<file path="config.mk">
export PLATFORM = sky130hd
export DESIGN_NAME = param_wb_loader
export DESIGN_NICKNAME = d
export VERILOG_FILES = /design/src/rtl/param_wb_loader.sv
export SDC_FILE = /design/constraint.sdc
export NUM_CORES = 1
export LEC_CHECK = 0
export BUFFER_PORTS_ARGS = -buffer_cell sky130_fd_sc_hd__clkbuf_2
export CAP_MARGIN = 10
export CORE_AREA = 2 2 80 82
export CTS_CLUSTER_SIZE = 8
export DETAILED_ROUTE_END_ITERATION = 10
export DIE_AREA = 0 0 82 84
export PLACE_DENSITY = 0.7
export SYNTH_ARGS = -nofsm -noshare
export SYNTH_HDL_FRONTEND = slang
export SYNTH_SLANG_ARGS = --single-unit
</file>
<file path="constraint.sdc">
create_clock -name CLK -period 2.2 [get_ports CLK]
set_input_delay 0.33 -clock CLK [delete_from_list [all_inputs] [get_ports CLK]]
set_output_delay 0.33 -clock CLK [all_outputs]
set_load 0.01 [all_outputs]
</file>
<file path="src/rtl/param_wb_loader.sv">
// Streams a block of parameter words from the parameter SRAM onto the
// (param, valid) pair feeding param_wb, one word per cycle, honouring read stalls.
module param_wb_loader #(
    parameter int BIT_DATA = 16,
    parameter int ADDR_W   = 10
) (
    input  logic                CLK,
    input  logic                RST,
    input  logic                i_Start,
    input  logic [ADDR_W-1:0]   i_Base_Addr,
    input  logic [ADDR_W:0]     i_Length,
    input  logic                i_Stall,
    output logic                o_Mem_Rd_En,
    output logic [ADDR_W-1:0]   o_Mem_Addr,
    input  logic [BIT_DATA-1:0] i_Mem_Rd_Data,
    output logic [BIT_DATA-1:0] o_Param_WB,
    output logic                o_Valid_WB_Param,
    output logic                o_Busy,
    output logic                o_Done
);

    typedef enum logic [1:0] {
        IDLE  = 2'd0,
        READ  = 2'd1,
        DRAIN = 2'd2
    } state_t;

    state_t              state_q, state_d;
    logic [ADDR_W-1:0]   addr_q, addr_d;
    logic [ADDR_W:0]     remain_q, remain_d;
    logic                rd_en_d1_q, rd_en_d1_d;
    logic [BIT_DATA-1:0] param_q, param_d;
    logic                valid_q, valid_d;
    logic                done_q, done_d;
    logic                rd_en;

    always_comb begin
        state_d    = state_q;
        addr_d     = addr_q;
        remain_d   = remain_q;
        done_d     = 1'b0;
        rd_en      = (state_q == READ) && !i_Stall;
        rd_en_d1_d = rd_en;
        // Bubbles are presented as zero so param_wb sees clean idle data.
        param_d    = rd_en_d1_q ? i_Mem_Rd_Data : '0;
        valid_d    = rd_en_d1_q;

        case (state_q)
            IDLE: begin
                if (i_Start) begin
                    if (i_Length != '0) begin
                        addr_d   = i_Base_Addr;
                        remain_d = i_Length;
                        state_d  = READ;
                    end else begin
                        done_d = 1'b1;
                    end
                end
            end
            READ: begin
                if (rd_en) begin
                    addr_d   = addr_q + ADDR_W'(1);
                    remain_d = remain_q - (ADDR_W+1)'(1);
                    if (remain_q == (ADDR_W+1)'(1)) begin
                        state_d = DRAIN;
                    end
                end
            end
            DRAIN: begin
                // Last read's data is being registered on this edge.
                if (rd_en_d1_q) begin
                    done_d  = 1'b1;
                    state_d = IDLE;
                end
            end
            default: state_d = IDLE;
        endcase
    end

    always_ff @(posedge CLK or posedge RST) begin
        if (RST) begin
            state_q    <= IDLE;
            addr_q     <= '0;
            remain_q   <= '0;
            rd_en_d1_q <= 1'b0;
            param_q    <= '0;
            valid_q    <= 1'b0;
            done_q     <= 1'b0;
        end else begin
            state_q    <= state_d;
            addr_q     <= addr_d;
            remain_q   <= remain_d;
            rd_en_d1_q <= rd_en_d1_d;
            param_q    <= param_d;
            valid_q    <= valid_d;
            done_q     <= done_d;
        end
    end

    assign o_Mem_Rd_En      = rd_en;
    assign o_Mem_Addr       = addr_q;
    assign o_Param_WB       = param_q;
    assign o_Valid_WB_Param = valid_q;
    assign o_Busy           = (state_q == READ) || (state_q == DRAIN);
    assign o_Done           = done_q;

endmodule
</file>
==> results by stage <==
Critical path:
- The critical path arrival is 1.74 ns.
- In this run the worst path has a maximum fanout of 10.
- The element type at the critical path start is a register.
- For the worst flop-to-flop path, the logic depth is 7.
- The nature of the critical path endpoint is an output port.
- The worst endpoint required time is 1.87 ns.
- The type of the worst setup path is reg -> out.

STA:
- The highest clock rate is 482 MHz.
- The final number of max-transition violations was 0.
- The summed negative setup slack over all endpoints is 0 ns.
- The relative slew slack is 63.6%.
- The maximum clock skew at final layout is 0.0101 ns.
- The final number of setup-violating endpoints is 0.
- The actual transition at the worst max-transition pin is 0.545 ns.
- Setup repair after global routing left no endpoint under its margin.
- The period utilization is 94.3%.
- The count of final hold-check violations is 0.
- The time the worst path needs with I/O delays and setup is 2.07 ns.

Logic synthesis:
- The Yosys step of the flow raised 0 warnings.
- The gate count of the mapped netlist is 228.
- The number of flops mapped to enable cells by yosys is 0.
- By area the synthesized netlist is led by sky130_fd_sc_hd__dfrtp_1, sky130_fd_sc_hd__and2_1, sky130_fd_sc_hd__ha_1.
- The fraction of post-synthesis cell area in the top cell type by area is 46.1%.
- Of all flip-flops after synthesis, the portion carrying an async set or reset was 100%.
- The number of nets in the synthesized netlist is 276.
- In the synthesized netlist, the cells that appear most often are sky130_fd_sc_hd__dfrtp_1, sky130_fd_sc_hd__and2_1, sky130_fd_sc_hd__inv_1, sky130_fd_sc_hd__nor3_1, sky130_fd_sc_hd__nor2_1.
- The synthesized area is 0.00228 mm^2.
- The number of distinct library cell variants in the gate-level netlist after synthesis is 51.
- The post-synthesis average cell area is 10.0 um^2.
- The flop and latch count out of synthesis is 42.
- The most common cell in the synthesized netlist is sky130_fd_sc_hd__dfrtp_1.
- Among all flip-flop cells after synthesis, the most frequent one is sky130_fd_sc_hd__dfrtp_1.
- The most area-hungry cell type in the Yosys netlist is sky130_fd_sc_hd__dfrtp_1.
- The sequential-to-total area share from yosys stat is 46.1%.

Final layout:
- The core utilization of the finished layout is 46.1%.
- The number of nets in the layout is 347.
- The number of antenna diodes in the final layout is 0.
- The multi-input combinational cells in the finished layout cover a total of 0.00107 mm^2.
- The share of final-layout standard cells stronger than drive strength 1 is 32.7%.
- The count of filler cells inserted in the layout is 616.
- The layout-stage area growth over the synthesis result is 23.1%.
- With fillers left out, the area of the finished cells amounts to 0.00281 mm^2.
- Across the whole layout, storage elements account for 0.00105 mm^2.

Floorplan:
- After floorplanning, the core was sized to cover 0.00610 mm^2.
- For this design the top-level I/O count stands at 71.
- The die area is 0.00689 mm^2.
- The floorplan die height is 84 um.
- The floorplan row count is 29.
- From left edge to right edge, the die measures 82 um.
- For this configuration, the core starts out at a cell density of 37.4%.

Routing:
- In the final routed layout, each cell accounts on average for 15.1 um.
- Dividing the detail-routed via count by the number of cells gives 5.43.
- The detailed-route DRC error count is 0.
- The number of optimization iterations in the first detailed-route pass is 5.
- The vias after detailed routing is 2,046.
- The wire length reported by the detailed router is 5710 um.
- The count of routing violations after the opening detailed-route iteration is 148.
- Once detail routing completed, the nets flagged for antenna violations numbered 0.

Clocking:
- For the worst-skew pair, the clock arrives at the later sink with an insertion delay of 0.30 ns.
- The TritonCTS sink count is 42.
- The number of H-tree levels is 2.
- The number of resized instances in the post-cts repair step is 0.
- The number of buffers inserted by post-CTS setup repair is 0.
- TritonCTS built the clock tree.
- The maximum buffer depth of the clock tree is 2.
- The number of hold-repair buffers added at the cts stage is 0.
- Clock-pin slew was measured on the worst setup and hold paths at 0.09 ns.
- The master cell of the clock root buffer is sky130_fd_sc_hd__clkbuf_8.
- Counting the buffers created by CTS gives 5.

Place:
- The routability congestion estimate is 0.845.
- After legalization and detailed placement, the total HPWL measured 4230 um.
- The number of port buffers is 70.
- Summing all placed instances gives a cell area of 0.00272 mm^2.

Power:
- The power per cell area is 1290 mW/mm^2.
- Overall power consumption after layout is estimated at 3630 uW.
- The internal power of the cells totals 2050 uW.
- The switching share of total power is 43.5%.
- The leakage power is 0.00137 uW.
- The worst-case IR drop observed on VDD is 0.444 mV.
- Per report_power, the sequential group accounts for 37.4% of the total.
- Of the total power, combinational logic draws 48.1%.
- The portion of total power attributed to the clock network is 14.5%.
- In this run the power spent charging and discharging nets is 1580 uW.

Run status:
- The run finished with clean final reports.

GRT:
- The initial antenna violation count is 0.
- The global-route total usage across every layer is 18.0%.
- The first global-routing pass estimated 9760 um of wire.
- The total congestion overflow after global routing is 0.
- The maximum number of pins on one net before global-route repair is 29.
- The number of global-route vias before repair is 1,996.

Worst hold path:
- The class of the tightest hold or removal check is in -> async.

Job:
- Max-cap violations in this run came to 0.
-- worst paths after layout --
| path | start | to | slack, ns |
|---|---|---|---|
| setup / recovery | state_q[1]$_DFFE_PP0P_ | o_Mem_Rd_En | 0.13 |
| hold / removal | RST | o_Param_WB[7]$_DFF_PP0_ | 0.04 |
| setup reg to reg | state_q[1]$_DFFE_PP0P_ | remain_q[2]$_DFFE_PP0P_ | 0.23 |
| hold reg to reg | o_Mem_Addr[9]$_DFFE_PP0P_ | o_Mem_Addr[9]$_DFFE_PP0P_ | 0.55 |
| max in group asynchronous | RST | remain_q[3]$_DFFE_PP0P_ | 1.90 |
| min in group CLK | i_Stall | rd_en_d1_q$_DFF_PP0_ | 0.21 |
-- power by group through the flow --
| stage | clock network [uW] | registers (uW) | logic, uW |
|---|---|---|---|
| final | 528 | 1360 | 1750 |
| after global routing | 575 | 1410 | 1960 |
| after CTS | 542 | 1350 | 1750 |
| after detailed placement | 0 | 1370 | 1750 |
| after global placement | 0 | 1360 | 1700 |
| after floorplan | 0 | 1350 | 1250 |
-- layout by cell type, fill, tap and decap left out, types with 5 or more instances in the layout --
master / Yosys / final
sky130_fd_sc_hd__nor2_1: 11 / 11
sky130_fd_sc_hd__nor3_1: 13 / 13
sky130_fd_sc_hd__o41ai_1: 6 / 6
sky130_fd_sc_hd__buf_4: 1 / 12
sky130_fd_sc_hd__clkbuf_8: 0 / 5
sky130_fd_sc_hd__nor4_1: 6 / 6
sky130_fd_sc_hd__inv_1: 14 / 14
sky130_fd_sc_hd__a21oi_1: 7 / 7
sky130_fd_sc_hd__and2_1: 16 / 16
sky130_fd_sc_hd__ha_1: 7 / 7
sky130_fd_sc_hd__nand2_1: 10 / 10
sky130_fd_sc_hd__clkbuf_2: 0 / 70
sky130_fd_sc_hd__o21ai_0: 6 / 6
sky130_fd_sc_hd__dfrtp_1: 42 / 42
sky130_fd_sc_hd__a211o_1: 5 / 5
-- flip-flops by register name, indices dropped and copies added (netlist names) --
register and cells:
o_Valid_WB_Param 1, rd_en_d1_q 1, o_Param_WB 16, o_Done 1, remain_q 11, state_q 2, o_Mem_Addr 10
-- kinds of logic (layout without fill, tap and decap cells) --
kind of cell,count (synthesis),in the layout,share of synthesized area [%]
simple gates,83,83,21.3
compound gates,61,61,20.6
flops,42,42,46.1
buf+inv,32,104,6.80
fa+ha+maj,7,7,3.84
mux,3,3,1.37
-- layer usage --
metal / global-route usage, % / wire [um] / vias up
li1: - / - / 988
met1: 25.6 / 2370 / 993
met2: 27.7 / 3000 / 58
met3: 3.35 / 270 / 7
met4: 5.30 / 68 / 0
met5: 0 / 0 / -
-- layout make-up --
type	count	area share [%]
well taps	77	3.43
repair buffers	82	15.7
flip-flops and latches	42	37.4
multi-input cells	154	38.3
clock buffers	5	2.45
inverters	14	1.87
clock inverters	3	0.891
-- critical path: stages (launching register included) --
cell,delay (ns)
sky130_fd_sc_hd__dfrtp_1,0.41
sky130_fd_sc_hd__inv_1,0.11
sky130_fd_sc_hd__ha_1,0.27
sky130_fd_sc_hd__inv_1,0.14
sky130_fd_sc_hd__buf_4,0.20
sky130_fd_sc_hd__nor2_1,0.15
sky130_fd_sc_hd__clkbuf_2,0.16
-- through the flow --
step,hold slack [ns],std cells,worst slack (ns)
detailed placement,0.375,369,0.243
finish,0.0391,377,0.126
global route,0.0762,377,0.0174
CTS,0.0436,377,0.106
global placement,0.375,369,0.312
floorplan,0.441,228,0.361
Note: power is estimated with default switching activity, not from simulation.
